<file path="src/rtl/mp3_pkg.sv">
// Shared MP3 decoder constants and types: granule geometry, sample and block-type
// definitions, and the ping-pong buffer address helper used by imdct_input_framer.
package mp3_pkg;
   localparam int unsigned SAMPLE_W        = 32;
   localparam int unsigned LINES           = 18;
   localparam int unsigned SUBBANDS        = 32;
   localparam int unsigned GRANULE_SAMPLES = LINES * SUBBANDS;
   localparam int unsigned LINE_W          = 5;
   localparam int unsigned SB_W            = 5;
   localparam int unsigned ADDR_W          = 6;

   typedef logic signed [SAMPLE_W-1:0] sample_t;

   typedef enum logic [1:0] {
      NORMAL = 2'd0,
      START  = 2'd1,
      SHORT  = 2'd2,
      STOP   = 2'd3
   } block_type_t;

   typedef struct packed {
      sample_t ch1;
      sample_t ch2;
   } pair_t;

   typedef enum logic {
      RD_IDLE   = 1'b0,
      RD_STREAM = 1'b1
   } rd_state_t;

   // Bank 0 occupies entries 0..17, bank 1 entries 18..35.
   function automatic logic [ADDR_W-1:0] ram_addr(input logic bank, input logic [LINE_W-1:0] line);
      return (bank ? ADDR_W'(LINES) : ADDR_W'(0)) + ADDR_W'(line);
   endfunction
endpackage

</file>
<file path="src/rtl/framer_bank_ram.sv">
// Two-bank x 18-entry sample-pair buffer: one write port, one registered read port
// whose output register doubles as the framer's ch1/ch2 output register.
module framer_bank_ram
   import mp3_pkg::*;
(
   input  logic              clk,
   input  logic              rst,
   input  logic              i_we,
   input  logic [ADDR_W-1:0] i_waddr,
   input  pair_t             i_wdata,
   input  logic              i_re,
   input  logic [ADDR_W-1:0] i_raddr,
   output pair_t             o_rdata
);
   localparam int unsigned DEPTH = 2 * LINES;

   pair_t r_mem [DEPTH];

   always_ff @(posedge clk) begin
      if (i_we) r_mem[i_waddr] <= i_wdata;
   end

   // Read register holds its value while i_re is low so stalled beats stay stable.
   always_ff @(posedge clk) begin
      if (rst)       o_rdata <= '0;
      else if (i_re) o_rdata <= r_mem[i_raddr];
   end
endmodule

</file>
<file path="src/rtl/imdct_input_framer.sv">
// Groups the reordered ch1/ch2 stream into 18-line subband blocks in a ping-pong buffer
// and replays them to the IMDCT. Define FRAME_LEN_CHECK_EN to add the frame_err output.
module imdct_input_framer
   import mp3_pkg::*;
(
   input  logic                       clk,
   input  logic                       rst,
   input  logic signed [SAMPLE_W-1:0] ch1_in,
   input  logic signed [SAMPLE_W-1:0] ch2_in,
   input  logic                       valid_in,
   input  logic                       new_frame_start,
   input  logic [1:0]                 block_type_in,
   input  logic                       mixed_block_flag_in,
   output logic signed [SAMPLE_W-1:0] ch1_out,
   output logic signed [SAMPLE_W-1:0] ch2_out,
   output logic [LINE_W-1:0]          line_out,
   output logic [SB_W-1:0]            subband_out,
   output logic [1:0]                 block_type_out,
   output logic                       block_start_out,
   output logic                       valid_out,
   input  logic                       ready_in,
`ifdef FRAME_LEN_CHECK_EN
   output logic                       frame_err,
`endif
   output logic                       overflow
);
   logic [LINE_W-1:0] r_wr_line;
   logic [SB_W-1:0]   r_wr_sb;
   logic              r_wr_bank;
   logic [1:0]        r_full;
   logic [SB_W-1:0]   r_tag_sb [2];
   block_type_t       r_tag_bt [2];
   block_type_t       r_btype;
   logic              r_mixed;
   logic              r_overflow;

   rd_state_t         r_state, w_state_nxt;
   logic              r_rd_bank, w_rd_bank_nxt;
   logic [LINE_W-1:0] r_rd_line, w_rd_line_nxt;
   logic              r_valid, w_valid_nxt;
   logic [SB_W-1:0]   r_sb_out;
   block_type_t       r_bt_out;
   logic              r_bs_out, w_bs_nxt;
   logic              w_load;

   logic [LINE_W-1:0] w_line_eff;
   logic [SB_W-1:0]   w_sb_eff;
   logic              w_hs, w_release, w_drop, w_wr, w_wr_last;
   block_type_t       w_bt_eff;
   logic [1:0]        w_set, w_clr;
   logic [ADDR_W-1:0] w_waddr, w_raddr;
   pair_t             w_wdata, w_rdata;

   // A frame start restarts the write position in the same cycle it arrives.
   assign w_line_eff = new_frame_start ? '0 : r_wr_line;
   assign w_sb_eff   = new_frame_start ? '0 : r_wr_sb;
   assign w_hs       = r_valid && ready_in;
   assign w_release  = w_hs && (r_rd_line == LINE_W'(LINES - 1));
   assign w_drop     = valid_in && (w_line_eff == '0) && r_full[r_wr_bank]
                       && !(w_release && (r_rd_bank == r_wr_bank));
   assign w_wr       = valid_in && !w_drop;
   assign w_wr_last  = w_wr && (w_line_eff == LINE_W'(LINES - 1));
   assign w_bt_eff   = (r_mixed && (w_sb_eff < SB_W'(2))) ? NORMAL : r_btype;
   assign w_set      = {w_wr_last & r_wr_bank, w_wr_last & ~r_wr_bank};
   assign w_clr      = {w_release & r_rd_bank, w_release & ~r_rd_bank};
   assign w_waddr    = ram_addr(r_wr_bank, w_line_eff);
   assign w_raddr    = ram_addr(w_rd_bank_nxt, w_rd_line_nxt);
   assign w_wdata    = {ch1_in, ch2_in};

   framer_bank_ram u_ram (
      .clk     (clk),
      .rst     (rst),
      .i_we    (w_wr),
      .i_waddr (w_waddr),
      .i_wdata (w_wdata),
      .i_re    (w_load),
      .i_raddr (w_raddr),
      .o_rdata (w_rdata)
   );

   // Write pointers, bank occupancy, per-bank tags and latched side info.
   always_ff @(posedge clk) begin
      if (rst) begin
         r_wr_line   <= '0;
         r_wr_sb     <= '0;
         r_wr_bank   <= 1'b0;
         r_full      <= '0;
         r_tag_sb[0] <= '0;
         r_tag_sb[1] <= '0;
         r_tag_bt[0] <= NORMAL;
         r_tag_bt[1] <= NORMAL;
         r_btype     <= NORMAL;
         r_mixed     <= 1'b0;
         r_overflow  <= 1'b0;
      end else begin
         if (new_frame_start) begin
            r_btype <= block_type_t'(block_type_in);
            r_mixed <= mixed_block_flag_in;
         end
         if (w_wr_last) begin
            r_wr_line           <= '0;
            r_wr_sb             <= w_sb_eff + SB_W'(1);
            r_wr_bank           <= ~r_wr_bank;
            r_tag_sb[r_wr_bank] <= w_sb_eff;
            r_tag_bt[r_wr_bank] <= w_bt_eff;
         end else if (w_wr) begin
            r_wr_line <= w_line_eff + LINE_W'(1);
            r_wr_sb   <= w_sb_eff;
         end else if (new_frame_start) begin
            r_wr_line <= '0;
            r_wr_sb   <= '0;
         end
         r_full     <= (r_full & ~w_clr) | w_set;
         r_overflow <= w_drop | (r_overflow & ~new_frame_start);
      end
   end

   always_ff @(posedge clk) begin
      if (rst) r_state <= RD_IDLE;
      else     r_state <= w_state_nxt;
   end

   always_comb begin
      w_state_nxt   = r_state;
      w_rd_bank_nxt = r_rd_bank;
      w_rd_line_nxt = r_rd_line;
      w_load        = 1'b0;
      case (r_state)
         RD_IDLE: begin
            if (r_full[r_rd_bank]) begin
               w_state_nxt   = RD_STREAM;
               w_rd_line_nxt = '0;
               w_load        = 1'b1;
            end
         end
         RD_STREAM: begin
            if (w_release) begin
               w_rd_bank_nxt = ~r_rd_bank;
               w_rd_line_nxt = '0;
               // Back-to-back blocks stream without a bubble.
               if (r_full[~r_rd_bank]) w_load      = 1'b1;
               else                    w_state_nxt = RD_IDLE;
            end else if (w_hs) begin
               w_rd_line_nxt = r_rd_line + LINE_W'(1);
               w_load        = 1'b1;
            end
         end
         default: w_state_nxt = RD_IDLE;
      endcase
   end

   always_comb begin
      w_valid_nxt = (w_state_nxt == RD_STREAM);
      w_bs_nxt    = (w_rd_line_nxt == '0);
   end

   always_ff @(posedge clk) begin
      if (rst) begin
         r_rd_bank <= 1'b0;
         r_rd_line <= '0;
         r_valid   <= 1'b0;
         r_sb_out  <= '0;
         r_bt_out  <= NORMAL;
         r_bs_out  <= 1'b0;
      end else begin
         r_rd_bank <= w_rd_bank_nxt;
         r_rd_line <= w_rd_line_nxt;
         r_valid   <= w_valid_nxt;
         if (w_load) begin
            r_sb_out <= r_tag_sb[w_rd_bank_nxt];
            r_bt_out <= r_tag_bt[w_rd_bank_nxt];
            r_bs_out <= w_bs_nxt;
         end
      end
   end

`ifdef FRAME_LEN_CHECK_EN
   logic r_frame_err;
   logic r_wrote;

   // A granule that does not end on (0,0) after some accepted samples was mis-sized.
   always_ff @(posedge clk) begin
      if (rst) begin
         r_frame_err <= 1'b0;
         r_wrote     <= 1'b0;
      end else begin
         if (new_frame_start && r_wrote && ((r_wr_sb != '0) || (r_wr_line != '0)))
            r_frame_err <= 1'b1;
         if (new_frame_start) r_wrote <= w_wr;
         else if (w_wr)       r_wrote <= 1'b1;
      end
   end

   assign frame_err = r_frame_err;
`endif

   assign ch1_out         = w_rdata.ch1;
   assign ch2_out         = w_rdata.ch2;
   assign line_out        = r_rd_line;
   assign subband_out     = r_sb_out;
   assign block_type_out  = r_bt_out;
   assign block_start_out = r_bs_out;
   assign valid_out       = r_valid;
   assign overflow        = r_overflow;
endmodule

</file>
<file path="config.mk">
export PLATFORM = sky130hd
export DESIGN_NAME = imdct_input_framer
export DESIGN_NICKNAME = d
export VERILOG_FILES = /design/src/rtl/mp3_pkg.sv /design/src/rtl/framer_bank_ram.sv /design/src/rtl/imdct_input_framer.sv
export SDC_FILE = /design/constraint.sdc
export NUM_CORES = 2
export LEC_CHECK = 0
export BUFFER_PORTS_ARGS = -buffer_cell sky130_fd_sc_hd__buf_4
export CAP_MARGIN = 30
export CORE_UTILIZATION = 40
export CTS_CLUSTER_DIAMETER = 60
export CTS_CLUSTER_SIZE = 30
export DETAILED_ROUTE_END_ITERATION = 8
export PLACE_DENSITY = 0.62
export SLEW_MARGIN = 25
export SYNTH_ARGS = -nofsm -noshare
export SYNTH_HDL_FRONTEND = slang
export SYNTH_SLANG_ARGS = --single-unit
</file>
<file path="constraint.sdc">
create_clock -name clk -period 6.41 [get_ports clk]
set_clock_uncertainty 0.05 [all_clocks]
set_input_delay 0.641 -clock clk [delete_from_list [all_inputs] [get_ports clk]]
set_output_delay 0.641 -clock clk [all_outputs]
set_load 0.02 [all_outputs]
</file>
-- Yosys cells after proc, flatten, opt, wreduce, memory -nomap -nowiden
Memories as Yosys holds them, arrays and structs flattened. A register that Yosys moved wholly into a read port is not among the register bits.
Cells that the tools add are included.
- input port bits: 72
- logic and storage cells: 94
- output and inout port bits: 79
- bits in read-only memories: 0
- register bits: 25
- latch bits: 0
- memories kept: 3
- RAM bits: 2318
- memories (memory ; depth ; bits a word ; read ports ; clocked after Yosys merged registers in ; wr ports ; line ; source):
    u_ram.r_mem ; 36 ; 64 ; 1 ; 1 ; 1 ; framer_bank_ram.sv:17 ; pair_t r_mem [DEPTH];
    r_tag_sb ; 2 ; 5 ; 1 ; 1 ; 2 ; imdct_input_framer.sv:31 ; logic [SB_W-1:0] r_tag_sb [2];
    r_tag_bt ; 2 ; 2 ; 1 ; 1 ; 2 ; imdct_input_framer.sv:32 ; block_type_t r_tag_bt [2];
- div/mod/pow operators: 0
- equal/unequal tests: 3
- shifts and indexed selects: 0
- muxes and demuxes: 39
- bitwise operators: 13
- $mul: 0
- magnitude comparators: 4
- $add $sub $neg: 5
- reduce and logical (&&, ||, !) cells: 16
- operator list (operator ; number):
    5-bit two-way mux ; 10
    1-bit two-way mux ; 24
    5-bit by 1-bit adder with 5-bit output (second input constant) ; 3
    5-bit by 5-bit adder with 6-bit output ; 2
    5-bit == test (second input constant) ; 2
    5-bit logical NOT ; 2
    5-bit one-hot mux with 2 select lines ; 1
    1-bit logical AND ; 9
    1-bit by 2-bit < comparator with 1-bit output (second input constant) ; 3
    1-bit AND ; 5
    5-bit by 2-bit < comparator with 1-bit output (second input constant) ; 1
    5-bit OR reduction ; 1
    2-bit two-way mux ; 2
    1-bit NOT ; 4
    1-bit one-hot mux with 2 select lines ; 2
    2-bit OR reduction ; 2
    2-bit AND ; 1
    1-bit logical NOT ; 2
    2-bit NOT ; 1
    2-bit OR ; 1
    1-bit == test ; 1
    1-bit OR ; 1

-- Logic depth before layout (Yosys ltp)
- depth in word-level cells: 13
- gate-level depth with buffers: 19
- depth with buffers taken out: 17

-- Modules after synthesis
A second synthesis with hierarchy kept.
- cell total of the unflattened synthesis: 4348
- area, all modules: 92239.7 sq um
- by module, submodules not included (module ; seq. area each (sq um) ; times used ; cells each ; area each (sq um)):
    framer_bank_ram ; 70467.6 ; 1 ; 4101 ; 89863.7
    imdct_input_framer ; 1061.0 ; 1 ; 247 ; 2376.0

-- Worst setup path after synthesis
OpenSTA, ideal clock, no wires.
- path kind: input port to flip-flop
- from: input new_frame_start
- to: memory u_ram.r_mem[3][0] (netlist bit) (enable)
- setup slack: 0.852 ns
- stages: 11
- arrival time: 5.022 ns
- path buffers: 1
- required time: 5.873 ns
- library setup time: 0.487 ns
- path through: clkbuf_1 -> clkinv_1 -> nand2_1 -> inv_1 -> ha_1 -> ha_1 -> nor2_1 -> a21oi_1 -> nor2_1 -> nand2_1 -> nor2_1
- word-level cells in the longest chain between the ends: 9
- elaborated cells between the ends (all ways): 10
- classes of those cells: add/sub (1); mux (3); reduce/logical (6)
- ends and longest elaborated chain (item ; line ; source):
    start, declared ; imdct_input_framer.sv:11 ; input logic new_frame_start,
    5-bit two-way mux * ; n/a ;
    5-bit logical NOT ; imdct_input_framer.sv:59 ; assign w_drop = valid_in && (w_line_eff == '0) && r_full[r_wr_bank]
    1-bit logical AND (2 in series) ; imdct_input_framer.sv:59 ;
    1-bit logical AND ; imdct_input_framer.sv:60 ; && !(w_release && (r_rd_bank == r_wr_bank));
    1-bit logical NOT ; imdct_input_framer.sv:61 ; assign w_wr = valid_in && !w_drop;
    1-bit logical AND ; imdct_input_framer.sv:61 ;
    1-bit two-way mux ; framer_bank_ram.sv:20 ; if (i_we) r_mem[i_waddr] <= i_wdata;
    1-bit two-way mux (not written as such) ; framer_bank_ram.sv:20 ;
    end, declared ; framer_bank_ram.sv:17 ;
Every way passes the cells marked *; elsewhere a longest branch is shown, timed or not.

-- Worst setup path in the final report
- from: register r_rd_line[0], in the netlist line_out[0]
- to: register u_ram.o_rdata[10] (netlist name)
- word-level cells in the longest chain between the ends: 6
- elaborated cells between the ends (all ways): 13
- classes of those cells: add/sub (2); eq/ne (1); mux (9); reduce/logical (1)
- ends and longest elaborated chain (item ; line ; source):
    start, declared ; imdct_input_framer.sv:39 ; logic [LINE_W-1:0] r_rd_line, w_rd_line_nxt;
    start signal, assigned ; imdct_input_framer.sv:167 ; r_rd_line <= w_rd_line_nxt;
    5-bit == test ; imdct_input_framer.sv:58 ; assign w_release = w_hs && (r_rd_line == LINE_W'(LINES - 1));
    1-bit logical AND ; imdct_input_framer.sv:58 ;
    1-bit two-way mux ; imdct_input_framer.sv:137 ; if (w_release) begin
    1-bit two-way mux ; imdct_input_framer.sv:128 ; case (r_state)
    net w_rd_bank_nxt ; imdct_input_framer.sv:38 ; logic r_rd_bank, w_rd_bank_nxt;
    5-bit two-way mux ; mp3_pkg.sv:33 ; return (bank ? ADDR_W'(LINES) : ADDR_W'(0)) + ADDR_W'(line);
    5-bit by 5-bit adder with 6-bit output ; mp3_pkg.sv:33 ;
The timed path passes the listed nets, and every way through them passes these cells.
A chain may end at the register's enable or synchronous reset.

==> out/results.txt <==
Result of the run: finished, final reports clean
Mean post-synth cell area: 22.9 sq um
Initial antenna violation count: 19
Setup repair after global routing missed its margin: false
Top cells by area, synth: edfxtp_1 (76%), mux4_2 (14%), dfxtp_1 (2.1%), mux2i_1 (1.6%), a22oi_1 (1.1%)
Post-synth EDFFs: 2,318
Largest net degree at the start of global routing: 83
Fillers: 18,600
Number of buffers inserted for hold repair after clock tree synthesis: 4
IO Pins: 151
Horizontal die dimension: 480 microns
Post-synthesis share of cell area spent on and, or, nand and nor gates: 0.00865
Critical path startpoint category: flip-flop
Clock Tree Root: clkbuf_16
Global Route Usage Sum: 0.201
Slew Limit Fails: 0
Register bit total from synthesis: 2,414
Post-CTS clock slew at the launch and capture registers of the worst setup and hold paths: 0.08 ns
Cell area after technology mapping: 91,300 sq um
Highest ir drop seen on vdd: 0.000326 V
Clk sinks: 2,414
Top flip-flop cell by instance count after synthesis: edfxtp_1
Synth Area in Adders: 0.00192
Initial core utilization: 0.402
TritonCTS clock tree: done
Antenna Nets Post-Route: 0
Die Ht: 480 microns
Area share of xor/xnor cells in the synthesized design: 0.00105
First-pass GRT wire length: 327,000 microns
Sequential cell area: 71,500 sq um
Number of cells produced by synthesis: 3,993
Pwr/cell area: 274 nW/um^2
Number of iterations in the first detailed-routing pass: 6
Portion of netlist area occupied by mux cells: 0.158
Power, Total: 28.2 mW
Number of violations of the max-capacitance limit: 0
Transition time at the pin with the least slew margin: 1.05 ns
Total clock buffers created by CTS: 140
Crit path required time: 7.12 ns
Share of the clock period used by the worst path: 0.809
Post-synth cell types: 52
Maximum frequency from static timing analysis: 193 MHz
Vias in the first global route: 43,200
Area share of the leading cell type in the synthesized netlist: 0.762
Routed via count: 43,600
Largest family of logic cells by synthesized area: multiplexers
Vias per std cell: 5.93
Final setup vio count: 0
Shortest clock period the worst path allows after layout: 5.18 ns
Number of gates resized after CTS: 0
Sequential area share after synthesis: 0.783
Average wire length per cell after detail routing: 31.6 microns
Std-Cell Core Area: 227,000 sq um
Synth Area in Compound Gates: 0.0343
1st-iter DRT viols: 5,152
Multi-input gate area in the final layout: 19,000 sq um
Placer congestion estimate: 0.763
Kind of capture point of the worst setup path: flip-flop
Area growth from synthesis to final layout: 12.6%
Setup_tns: 0 ns
Number of design rule violations left after detail routing: 0
Number of synthesis warnings: 0
DIE AREA: 230,000 sq um
Hold violation total from the final report: 0
Hold WS: 0.146 ns
Number of buffers between clock root and the deepest sink: 3
Quantity of I/O buffers inserted on ports: 150
Hold Crit Class: in2reg
GRT Residual Overflow: 0
Count leader, synth: edfxtp_1
Share of synthesized registers carrying an async set or reset: 0
Cell Rows: 175
Synthesized Nets: 4,079
Total leakage power: 31.3 nW
Post-CTS Repair Setup Buffers: 0
Clk Latency, worst-skew pair: 0.84 ns
H-Tree Level Count: 4
Wirelength, routed: 232,000 microns
Max FO, Critical Path: 21
Start-to-end type of the worst setup path: reg2reg
Fraction of final layout cells sized beyond drive strength 1: 0.273
Dominant cell type by area after synthesis: edfxtp_1
Synth top cells by count: edfxtp_1 (2,318), mux4_2 (576), mux2i_1 (146), a21oi_1 (137), a22oi_1 (128)
Data arrival time of the worst path: 5.89 ns
Post-layout net count: 4,310
Relative slew margins: 0.298
Final HPWL from detailed placement: 125,000 microns
## power by group
part	switching (mW)	leakage (nW)	internal [mW]	total, mW
logic	0.278	7.11	0.0729	0.350
registers	0.00976	21.7	17.3	17.3
clock network	5.70	2.48	4.86	10.6
total	5.99	31.3	22.2	28.2
## metrics by stage
stage                     utilization  instance area, sq um  setup WS, ns  instances
after detailed placement        0.430                 97600          1.35       7085
after global routing            0.453                103000         0.885       7349
after global placement          0.428                 97300          1.47       7074
after floorplan                     -                 91300         0.852       3993
after CTS                       0.453                103000          1.25       7345
final                           0.453                103000          1.23       7354
## sequential cells by signal, indices dropped and copies added (netlist names), 2 cells and up
signal and count:
r_tag_sb 10, r_full 2, r_tag_bt 4, r_btype 2, r_wr_line 5, u_ram.r_mem 2304, r_wr_sb 5, block_type_out 2
line_out 5, subband_out 5, u_ram.o_rdata 64
## worst max-delay path, cell delays in order (launching register included)
cell      delay (ns)
dfxtp_1         0.44
ha_1            0.20
nor4bb_1        0.56
nand2_1         0.15
inv_1           0.13
ha_1            0.13
nand2_1         0.05
o21ai_1         0.10
buf_4           0.23
inv_1           0.11
ha_4            0.17
ha_1            0.26
or4_1           0.57
o21a_1          0.23
a21oi_4         0.66
buf_12          0.32
a22oi_1         0.13
a21oi_1         0.36
o221a_1         0.25
## logic make-up after synthesis
kind of cell / count (synthesis)
buf+inv: 236
simple gates: 173
mux: 723
flops: 2414
compound gates: 422
fa+ha+maj: 14
xor+xnor: 11
## layout by cell type, fill, tap and decap left out, types with 9 or more instances in the layout
| cell type | netlist | layout |
|---|---|---|
| a211oi_1 | 9 | 9 |
| a21oi_1 | 137 | 136 |
| a22oi_1 | 128 | 128 |
| buf_12 | 0 | 61 |
| buf_4 | 34 | 240 |
| bufinv_16 | 0 | 9 |
| clkbuf_16 | 0 | 144 |
| clkinv_4 | 0 | 10 |
| clkinv_8 | 0 | 22 |
| dfxtp_1 | 96 | 96 |
| edfxtp_1 | 2318 | 2318 |
| ha_1 | 14 | 13 |
| inv_1 | 11 | 11 |
| inv_12 | 0 | 9 |
| inv_6 | 0 | 19 |
| inv_8 | 0 | 16 |
| mux2i_1 | 146 | 144 |
| mux4_2 | 576 | 576 |
| nand2_1 | 35 | 34 |
| nor2_1 | 82 | 45 |
| nor2_4 | 0 | 37 |
| nor3_1 | 11 | 10 |
| o221a_1 | 64 | 64 |
| o221ai_1 | 64 | 64 |
## final timing paths
kind | start | end | slack (ns) | cells after the start
min reg2reg | r_full[0]$_SDFF_PP0_ | r_full[0]$_SDFF_PP0_ | 0.45 | 2
max reg2reg | line_out[0]$_SDFF_PP0_ | u_ram.o_rdata[10]$_SDFFE_PP0P_ | 1.23 | 18
min | rst | r_btype[0]$_SDFFE_PP0P_ | 0.15 | 2
max | line_out[0]$_SDFF_PP0_ | u_ram.o_rdata[10]$_SDFFE_PP0P_ | 1.23 | 18
## layer usage
metal  GRT usage  wire (microns)
met5           0              23
met4      0.0502            5290
met3      0.0448           20400
met2       0.311          108000
met1       0.289           98400
## layout make-up
| class | count | area share |
|---|---|---|
| inverter | 13 | 0.000499 |
| clock inverter | 104 | 0.0147 |
| clock buffer | 152 | 0.0354 |
| tap | 3009 | 0.0366 |
| multi-input combinational | 1343 | 0.185 |
| antenna | 7 | 0.000170 |
| sequential | 2414 | 0.696 |
| timing repair buffer | 312 | 0.0317 |
No activity file was read; power rests on OpenSTA's default activity.
